<file path="src/rtl/align_rx_tlps_param.sv">
// Realigns RX TLP beats: splits the SOP header onto its own stream and shifts the payload down to bit 0.
// Optional error checking is compiled in with OFS_PLAT_ALIGN_RX_TLPS_ERR_CHK_EN.

module align_rx_tlps_skid #(
  parameter int W = 8
) (
  input  logic         clk,
  input  logic         reset_n,
  input  logic         in_valid,
  input  logic [W-1:0] in_data,
  output logic         in_rdy,
  output logic         out_valid,
  output logic [W-1:0] out_data,
  input  logic         out_ready
);

  logic [W-1:0] mem_r [2];
  logic         rd_ptr_r;
  logic         wr_ptr_r;
  logic [1:0]   count_r;
  logic         push_s;
  logic         pop_s;

  assign in_rdy    = (count_r != 2'd2);
  assign out_valid = (count_r != 2'd0);
  assign out_data  = mem_r[rd_ptr_r];
  assign push_s    = in_valid && in_rdy;
  assign pop_s     = out_valid && out_ready;

  // occupancy and pointer tracking
  always_ff @(posedge clk) begin
    if (!reset_n) begin
      rd_ptr_r <= 1'b0;
      wr_ptr_r <= 1'b0;
      count_r  <= 2'd0;
    end else begin
      if (push_s) wr_ptr_r <= ~wr_ptr_r;
      if (pop_s)  rd_ptr_r <= ~rd_ptr_r;
      case ({push_s, pop_s})
        2'b10:   count_r <= count_r + 2'd1;
        2'b01:   count_r <= count_r - 2'd1;
        default: count_r <= count_r;
      endcase
    end
  end

  // entry storage, left unreset on purpose
  always_ff @(posedge clk) begin
    if (push_s) mem_r[wr_ptr_r] <= in_data;
  end

endmodule

module align_rx_tlps_param #(
  parameter int TDATA_WIDTH = 512,
  parameter int HDR_WIDTH   = 256
) (
  input  logic                     clk,
  input  logic                     reset_n,
  input  logic                     rx_tvalid,
  output logic                     rx_tready,
  input  logic [TDATA_WIDTH-1:0]   rx_tdata,
  input  logic [TDATA_WIDTH/8-1:0] rx_tkeep,
  input  logic                     rx_tlast,
  input  logic                     rx_tsop,
  input  logic                     rx_dm_mode,
  output logic                     hdr_tvalid,
  input  logic                     hdr_tready,
  output logic [HDR_WIDTH-1:0]     hdr_tdata,
  output logic                     hdr_dm_mode,
  output logic                     data_tvalid,
  input  logic                     data_tready,
  output logic [TDATA_WIDTH-1:0]   data_tdata,
  output logic [TDATA_WIDTH/8-1:0] data_tkeep,
  output logic                     data_tlast,
  output logic                     err_sop_mid_pkt,
  output logic                     err_no_sop,
  output logic [15:0]              err_count
);

  localparam int KW = TDATA_WIDTH / 8;
  localparam int HK = HDR_WIDTH / 8;
  localparam int DW = TDATA_WIDTH - HDR_WIDTH;
  localparam int DK = DW / 8;
  localparam int HSW = HDR_WIDTH + 1;
  localparam int DSW = TDATA_WIDTH + KW + 1;

  typedef enum logic [1:0] {
    ST_IDLE   = 2'd0,
    ST_IN_PKT = 2'd1,
    ST_DRAIN  = 2'd2
  } state_t;

  state_t              state_r;
  state_t              state_nxt_s;
  state_t              beat_nxt_s;
  logic                run_r;
  logic [DW-1:0]       carry_r;
  logic [DK-1:0]       carry_keep_r;

  logic                hdr_in_rdy_s;
  logic                data_in_rdy_s;
  logic                accept_s;
  logic                hdr_push_s;
  logic                data_push_s;
  logic                load_carry_s;
  logic [TDATA_WIDTH-1:0] data_in_s;
  logic [KW-1:0]       keep_in_s;
  logic                last_in_s;
  logic [HSW-1:0]      hdr_skid_out_s;
  logic [DSW-1:0]      data_skid_out_s;

  // run_r keeps rx_tready low for the cycle after any reset edge
  assign rx_tready = run_r && hdr_in_rdy_s && data_in_rdy_s && (state_r != ST_DRAIN);
  assign accept_s  = rx_tvalid && rx_tready;

  // state after the current beat, shared by SOP and continuation beats
  always_comb begin
    if (!rx_tlast) begin
      beat_nxt_s = ST_IN_PKT;
    end else if (rx_tkeep[HK]) begin
      beat_nxt_s = ST_DRAIN;
    end else begin
      beat_nxt_s = ST_IDLE;
    end
  end

  // push decode and next state
  always_comb begin
    hdr_push_s   = 1'b0;
    data_push_s  = 1'b0;
    load_carry_s = 1'b0;
    state_nxt_s  = state_r;
    data_in_s    = {rx_tdata[HDR_WIDTH-1:0], carry_r};
    keep_in_s    = {rx_tkeep[HK-1:0], carry_keep_r};
    last_in_s    = rx_tlast && !rx_tkeep[HK];
    case (state_r)
      ST_IDLE, ST_IN_PKT: begin
        // a SOP always restarts, silently dropping any carry of a broken packet
        if (accept_s && rx_tsop) begin
          hdr_push_s   = 1'b1;
          load_carry_s = 1'b1;
          state_nxt_s  = beat_nxt_s;
        end else if (accept_s && (state_r == ST_IN_PKT)) begin
          data_push_s  = 1'b1;
          load_carry_s = 1'b1;
          state_nxt_s  = beat_nxt_s;
        end else begin
          state_nxt_s  = state_r;
        end
      end
      ST_DRAIN: begin
        data_in_s = {{HDR_WIDTH{1'b0}}, carry_r};
        keep_in_s = {{HK{1'b0}}, carry_keep_r};
        last_in_s = 1'b1;
        if (data_in_rdy_s) begin
          data_push_s = 1'b1;
          state_nxt_s = ST_IDLE;
        end else begin
          state_nxt_s = ST_DRAIN;
        end
      end
      default: begin
        state_nxt_s = ST_IDLE;
      end
    endcase
  end

  // FSM state register
  always_ff @(posedge clk) begin
    if (!reset_n) begin
      state_r <= ST_IDLE;
      run_r   <= 1'b0;
    end else begin
      state_r <= state_nxt_s;
      run_r   <= 1'b1;
    end
  end

  // carry of the upper part of the previous beat, not reset
  always_ff @(posedge clk) begin
    if (load_carry_s) begin
      carry_r      <= rx_tdata[TDATA_WIDTH-1:HDR_WIDTH];
      carry_keep_r <= rx_tkeep[KW-1:HK];
    end
  end

  align_rx_tlps_skid #(.W(HSW)) hdr_skid (
    .clk       (clk),
    .reset_n   (reset_n),
    .in_valid  (hdr_push_s),
    .in_data   ({rx_tdata[HDR_WIDTH-1:0], rx_dm_mode}),
    .in_rdy    (hdr_in_rdy_s),
    .out_valid (hdr_tvalid),
    .out_data  (hdr_skid_out_s),
    .out_ready (hdr_tready)
  );

  align_rx_tlps_skid #(.W(DSW)) data_skid (
    .clk       (clk),
    .reset_n   (reset_n),
    .in_valid  (data_push_s),
    .in_data   ({data_in_s, keep_in_s, last_in_s}),
    .in_rdy    (data_in_rdy_s),
    .out_valid (data_tvalid),
    .out_data  (data_skid_out_s),
    .out_ready (data_tready)
  );

  assign hdr_tdata   = hdr_skid_out_s[HSW-1:1];
  assign hdr_dm_mode = hdr_skid_out_s[0];
  assign data_tdata  = data_skid_out_s[DSW-1:KW+1];
  assign data_tkeep  = data_skid_out_s[KW:1];
  assign data_tlast  = data_skid_out_s[0];

`ifdef OFS_PLAT_ALIGN_RX_TLPS_ERR_CHK_EN
  logic        err_mid_ev_s;
  logic        err_no_sop_ev_s;
  logic        err_sop_mid_pkt_r;
  logic        err_no_sop_r;
  logic [15:0] err_count_r;

  assign err_mid_ev_s    = accept_s && rx_tsop && (state_r == ST_IN_PKT);
  assign err_no_sop_ev_s = accept_s && !rx_tsop && (state_r == ST_IDLE);

  // sticky error flags and saturating event counter
  always_ff @(posedge clk) begin
    if (!reset_n) begin
      err_sop_mid_pkt_r <= 1'b0;
      err_no_sop_r      <= 1'b0;
      err_count_r       <= 16'd0;
    end else begin
      if (err_mid_ev_s)    err_sop_mid_pkt_r <= 1'b1;
      if (err_no_sop_ev_s) err_no_sop_r      <= 1'b1;
      if ((err_mid_ev_s || err_no_sop_ev_s) && (err_count_r != 16'hFFFF)) begin
        err_count_r <= err_count_r + 16'd1;
      end
    end
  end

  assign err_sop_mid_pkt = err_sop_mid_pkt_r;
  assign err_no_sop      = err_no_sop_r;
  assign err_count       = err_count_r;
`else
  assign err_sop_mid_pkt = 1'b0;
  assign err_no_sop      = 1'b0;
  assign err_count       = 16'd0;
`endif

endmodule

</file>
<file path="config.mk">
export PLATFORM = sky130hd
export DESIGN_NAME = align_rx_tlps_param
export DESIGN_NICKNAME = d
export VERILOG_FILES = /design/src/rtl/align_rx_tlps_param.sv
export SDC_FILE = /design/constraint.sdc
export NUM_CORES = 2
export LEC_CHECK = 0
export CORE_AREA = 2 2 565 567
export DETAILED_ROUTE_END_ITERATION = 8
export DIE_AREA = 0 0 567 569
export DONT_BUFFER_PORTS = 1
export SETUP_SLACK_MARGIN = 0.3
export SLEW_MARGIN = 10
export SYNTH_ARGS = -nofsm -noshare
export SYNTH_HDL_FRONTEND = slang
export SYNTH_SLANG_ARGS = --single-unit
</file>
<file path="constraint.sdc">
create_clock -name clk -period 51.9 [get_ports clk]
set_input_delay 10.38 -clock clk [delete_from_list [all_inputs] [get_ports clk]]
set_output_delay 10.38 -clock clk [all_outputs]
set_load 0.02 [all_outputs]
</file>
# Word level (Yosys, flattened, before mapping)
# Memory sizes are Yosys's and may differ from the RTL's. A register that Yosys moved wholly into a read port is not among the register bits.
# Cells that the tools add are included.
totals:
  reg_bits: 299
  ram_bits: 1668
  in_bits: 584
  out_inout_bits: 855
  elab_cells: 76
  n_memories: 2
mem_list:
  columns: ["memory", "depth", "word_bits", "rd", "rd_clocked_by_memory_dff", "wr", "line_no", "rtl"]
  rows:
  - ["data_skid.mem_r", 2, 577, 1, 1, 1, "17", "logic [W-1:0] mem_r [2];"]
  - ["hdr_skid.mem_r", 2, 257, 1, 1, 1, "17", null]
op_classes:
  n_addsub: 4
  n_eq_ne: 10
  muxes: 28
  n_bitwise: 4
  n_reduce_logical: 18
ops:
  columns: ["cell", "n"]
  rows:
  - ["$mux W512", 1]
  - ["$mux W64", 1]
  - ["$mux W1", 17]
  - ["$pmux W2 S2", 3]
  - ["$logic_and A1 B1 Y1", 11]
  - ["$mux W2", 5]
  - ["$reduce_bool A2 Y1", 4]
  - ["$eq A2 B1 Y1 const B", 3]
  - ["$eq A2 B2 Y1 const B", 3]
  - ["$ne A2 B2 Y1 const B", 3]
  - ["$add A2 B1 Y2 const B", 2]
  - ["$not A1 Y1", 4]
  - ["$sub A2 B1 Y2 const B", 2]
  - ["$ne A3 B3 Y1 const B", 1]
  - ["$logic_not A2 Y1", 1]
  - ["$pmux W1 S2", 1]
  - ["$reduce_or A2 Y1", 1]
  - ["$logic_not A1 Y1", 1]

# Depth between registers and ports, before layout
depth:
  depth_word: 12
  ltp_mapped: 8
  mapped_depth_nobuf: 8

# By module
# Synthesis repeated with hierarchy kept, for this count alone.
unflattened:
  hier_cells: 3291
  area_unflattened_um2: 71989.0
modules_own_cells:
  columns: ["module", "instances", "cells_per_inst", "area_per_inst_um2"]
  rows:
  - ["align_rx_tlps_skid (data_skid)", 1, 1819, 42081.6]
  - ["align_rx_tlps_skid (hdr_skid)", 1, 824, 18871.8]
  - ["align_rx_tlps_param", 1, 648, 11035.6]

# Worst setup path before layout
# Ideal clock, no wire load.
synth_timing:
  kind: "input to register"
  from: "in rx_tsop"
  to: "mem data_skid.mem_r[0][0] (netlist bit), enable pin"
  setup_time_ns: 2.232
  t_arrival_ns: 49.528
  path_slack_ns: 0.140
  stages: 3
  path_buffers: 0
  path_cell_list: "nor3b_1 a21oi_1 nor3_1"
synth_between:
  elab_chain_len: 6
synth_lines:
  columns: ["item", "line_no", "rtl"]
  rows:
  - ["start, declared", "65", "input logic rx_tsop,"]
  - ["$logic_and A1 B1 Y1", "140", "if (accept_s && rx_tsop) begin"]
  - ["$mux W1", "140", null]
  - ["$pmux W1 S2", "137", "case (state_r)"]
  - ["$logic_and A1 B1 Y1", "27", "assign push_s = in_valid && in_rdy;"]
  - ["$mux W1", "49", "if (push_s) mem_r[wr_ptr_r] <= in_data;"]
  - ["$mux W1 (not written as such)", "49", null]
  - ["end, declared", "17", null]
# Every way passes these cells.

==> results.toml <==
[logic_synthesis]
synth.ff_latch_count = 1969
ys_types = 35
synthArstFlopShare = 0
syn_avg_cell_area_sq_um = 21.6
synth_area_leaders = "edfxtp_1 (82%), mux2_2 (13%), and2_1 (2.5%)"
seq_area_frac_synth = 0.827
ys_dominant_reg_cell = "edfxtp_1"
ys_warn_count = 0
netlist_area_sq_um = 71300
yosysTopAreaCell = "edfxtp_1"
synth_top_area_share = 0.823
synth_edf_count = 1956
synthCells = 3297

[floorplan]
io_pins = 1439
die-area_sq_um = 323000
core_region_area_sq_um = 317000
die_w_microns = 567
initial_core_util = 0.225
die_h_microns = 569
rows = 207

[critical_path]
reg2reg_from = "data_skid.count_r[0]"
reg2reg_depth = 8
crit_chain = "buf_4 > buf_4 > buf_4 > mux2_2"
critPathMostFrequentCell = "buf_4"
cp-start-kind = "flop"
r2r_slack_ps = 46970
crit_path_end_kind = "output pin"
crit_required_ps = 41520
setup.worst_path.class = "reg2out"
worstReg2RegEnd = "data_skid.mem_r[0][78]"
critPathMaxStageDelay_ps = 900
slowest_stage = "buf_4"
worst-endpoint-arrival_ps = 4830
cp_max_fo = 69

[timing]
setup_tns_ps = 0
finClkSkew_ps = 52.2
final_max_slew_viol_count = 0
finalHoldViolCount = 0
layout_setup_ws_ps = 36690
finalHoldWorstSlack_ps = 403
fmax_mhz = 65.8
relSlewSlack = 0.174
rsz0062_at_grt = "false"
worstMarginPinSlew_ps = 1240
post-route-period-util = 0.293
period_needed_ps = 15210
finalSetupViolations = 0

[grt]
first_global_vias = 31500
grt.overflow.total = 0
grt_pass1_wl_mm = 281
antenna_found_initial = 94
grt_max_degree = 140
grt_use_total = 0.127

[pwr]
p_switching_uw = 785
vdd_drop_max_mv = 0.0329
pwr_density_cell_nw_per_um2 = 41.7
p_total_uw = 3460
internal_power_uw = 2680
clkPwrFrac = 0.418
switching_share = 0.227
p_leak_uw = 0.0252
pwr-share-comb = 0.064
seqPwrFrac = 0.518

[clock_network]
post_cts_buffers = 0
cts-root-buf = "clkbuf_16"
clk_path_buf_depth = 4
clkLatencyLatePin_ps = 870
postCtsHoldBufs = 0
ctsResizeCount = 0
cts_buffers = 203
tritoncts = "built"
clkSinkCount = 1969
clk_pin_slew_ps = 70
ctsHtreeMaxLevel = 4

[routing]
viasPerCell = 4.01
routedWlPerCell_microns = 27.5
wl_mm = 215
drcViolationCount = 0
ant_nets = 0
via_count = 31400
dr.pass1.iters = 7
drt_first_iter_violations = 2509

[finish]
final_common_cell = "edfxtp_1"
finalNetCount = 4010
instances_no_fill = 7818
drive_above_1_share = 0.334
synthToLayoutAreaGrowth_pct = 16.5
mostFrequentLayoutCells = "edfxtp_1 (1956), mux2_2 (834), and2_1 (290), clkbuf_16 (204), buf_4 (46)"

[min_path]
holdPathEnd = "data_skid.mem_r[1][80]"
hp-start = "carry_r[15]"
hold_class = "reg2reg"
min_path_cells = 0

[place]
port_buffers = 0
pre_cts_ws_ps = 36990
post-dp-hpwl_mm = 161
routabilityCongestion = 0.903
dp.cells = 7399

[status]
status = "completed"

[flow_run]
cap_violations = 0
worst max-delay path, delay by kind of cell, from the launching register on:
kind	cells	cell delay, ps
mux	1	480
flops	1	840
buf+inv	3	2450
synth_stat cells (4+ instances only):
master / n
a21oi_1: 4
and2_1: 290
buf_2: 95
buf_4: 18
clkbuf_1: 31
dfxtp_1: 13
edfxtp_1: 1956
mux2_2: 834
nor2_1: 13
xnor2_1: 5
state kept, by name (all words and copies together), names as in the netlist, 2 cells and up, named ones only:
name               flops
data_skid.count_r      2
carry_r              256
data_skid.mem_r     1154
hdr_skid.count_r       2
hdr_skid.mem_r       514
state_r                2
carry_keep_r          32
layout make-up:
type / instances / area (sq um)
repair buffers: 49 / 405
clock buffers: 243 / 5250
inverters: 3 / 11.3
well taps: 4180 / 5230
flip-flops and latches: 1969 / 59000
clock inverters: 130 / 1400
multi-input cells: 1198 / 11700
diodes: 46 / 115
fillers: 31600 / 234000
power groups by stage:
| stage | registers [uW] | logic (uW) | clock network, uW |
|---|---|---|---|
| 2_1_floorplan | 1830 | 177 | 0 |
| 3_3_place_gp | 1830 | 224 | 0 |
| 3_5_place_dp | 1830 | 225 | 0 |
| 4_1_cts | 1790 | 227 | 1490 |
| 5_1_grt | 1800 | 234 | 1540 |
| 6_report | 1790 | 223 | 1450 |
stage by stage:
step | utilization | cell area [sq um]
final | 0.262 | 83100
after global routing | 0.262 | 83000
after CTS | 0.262 | 83000
after detailed placement | 0.241 | 76300
after global placement | 0.241 | 76300
after floorplan | - | 71400
logic make-up (layout without fill, tap and decap cells):
kind of cell / Yosys count / in the layout / share of synthesized area
buf+inv: 147 / 425 / 0.0103
xor+xnor: 7 / 7 / 0.000860
simple gates: 325 / 325 / 0.0284
mux: 834 / 834 / 0.132
compound gates: 12 / 12 / 0.00119
fa+ha+maj: 2 / 2 / 0.000351
flops: 1969 / 1969 / 0.827
other cells: 1 / 64 / 0.0000526
worst max path at each step:
stage	startpoint	to
2_1_floorplan	rx_tsop	data_skid.mem_r[1][0]
3_3_place_gp	rx_tsop	data_skid.mem_r[0][194]
3_5_place_dp	rx_tsop	data_skid.mem_r[0][224]
4_1_cts	flop	data_tdata[30]
5_1_grt	flop	data_tdata[17]
6_report	flop	data_tdata[30]
layer usage:
layer  vias up  wire length, microns  share of wire  GRT usage
li1      13200                     -              -          -
met1     16200                 75500           0.35      0.133
met2      1626                110000           0.51      0.226
met3       388                 21500           0.10     0.0518
met4        12                  7670          0.036     0.0439
met5         -                    77        0.00036          0
(Power assumes the default switching activity.)
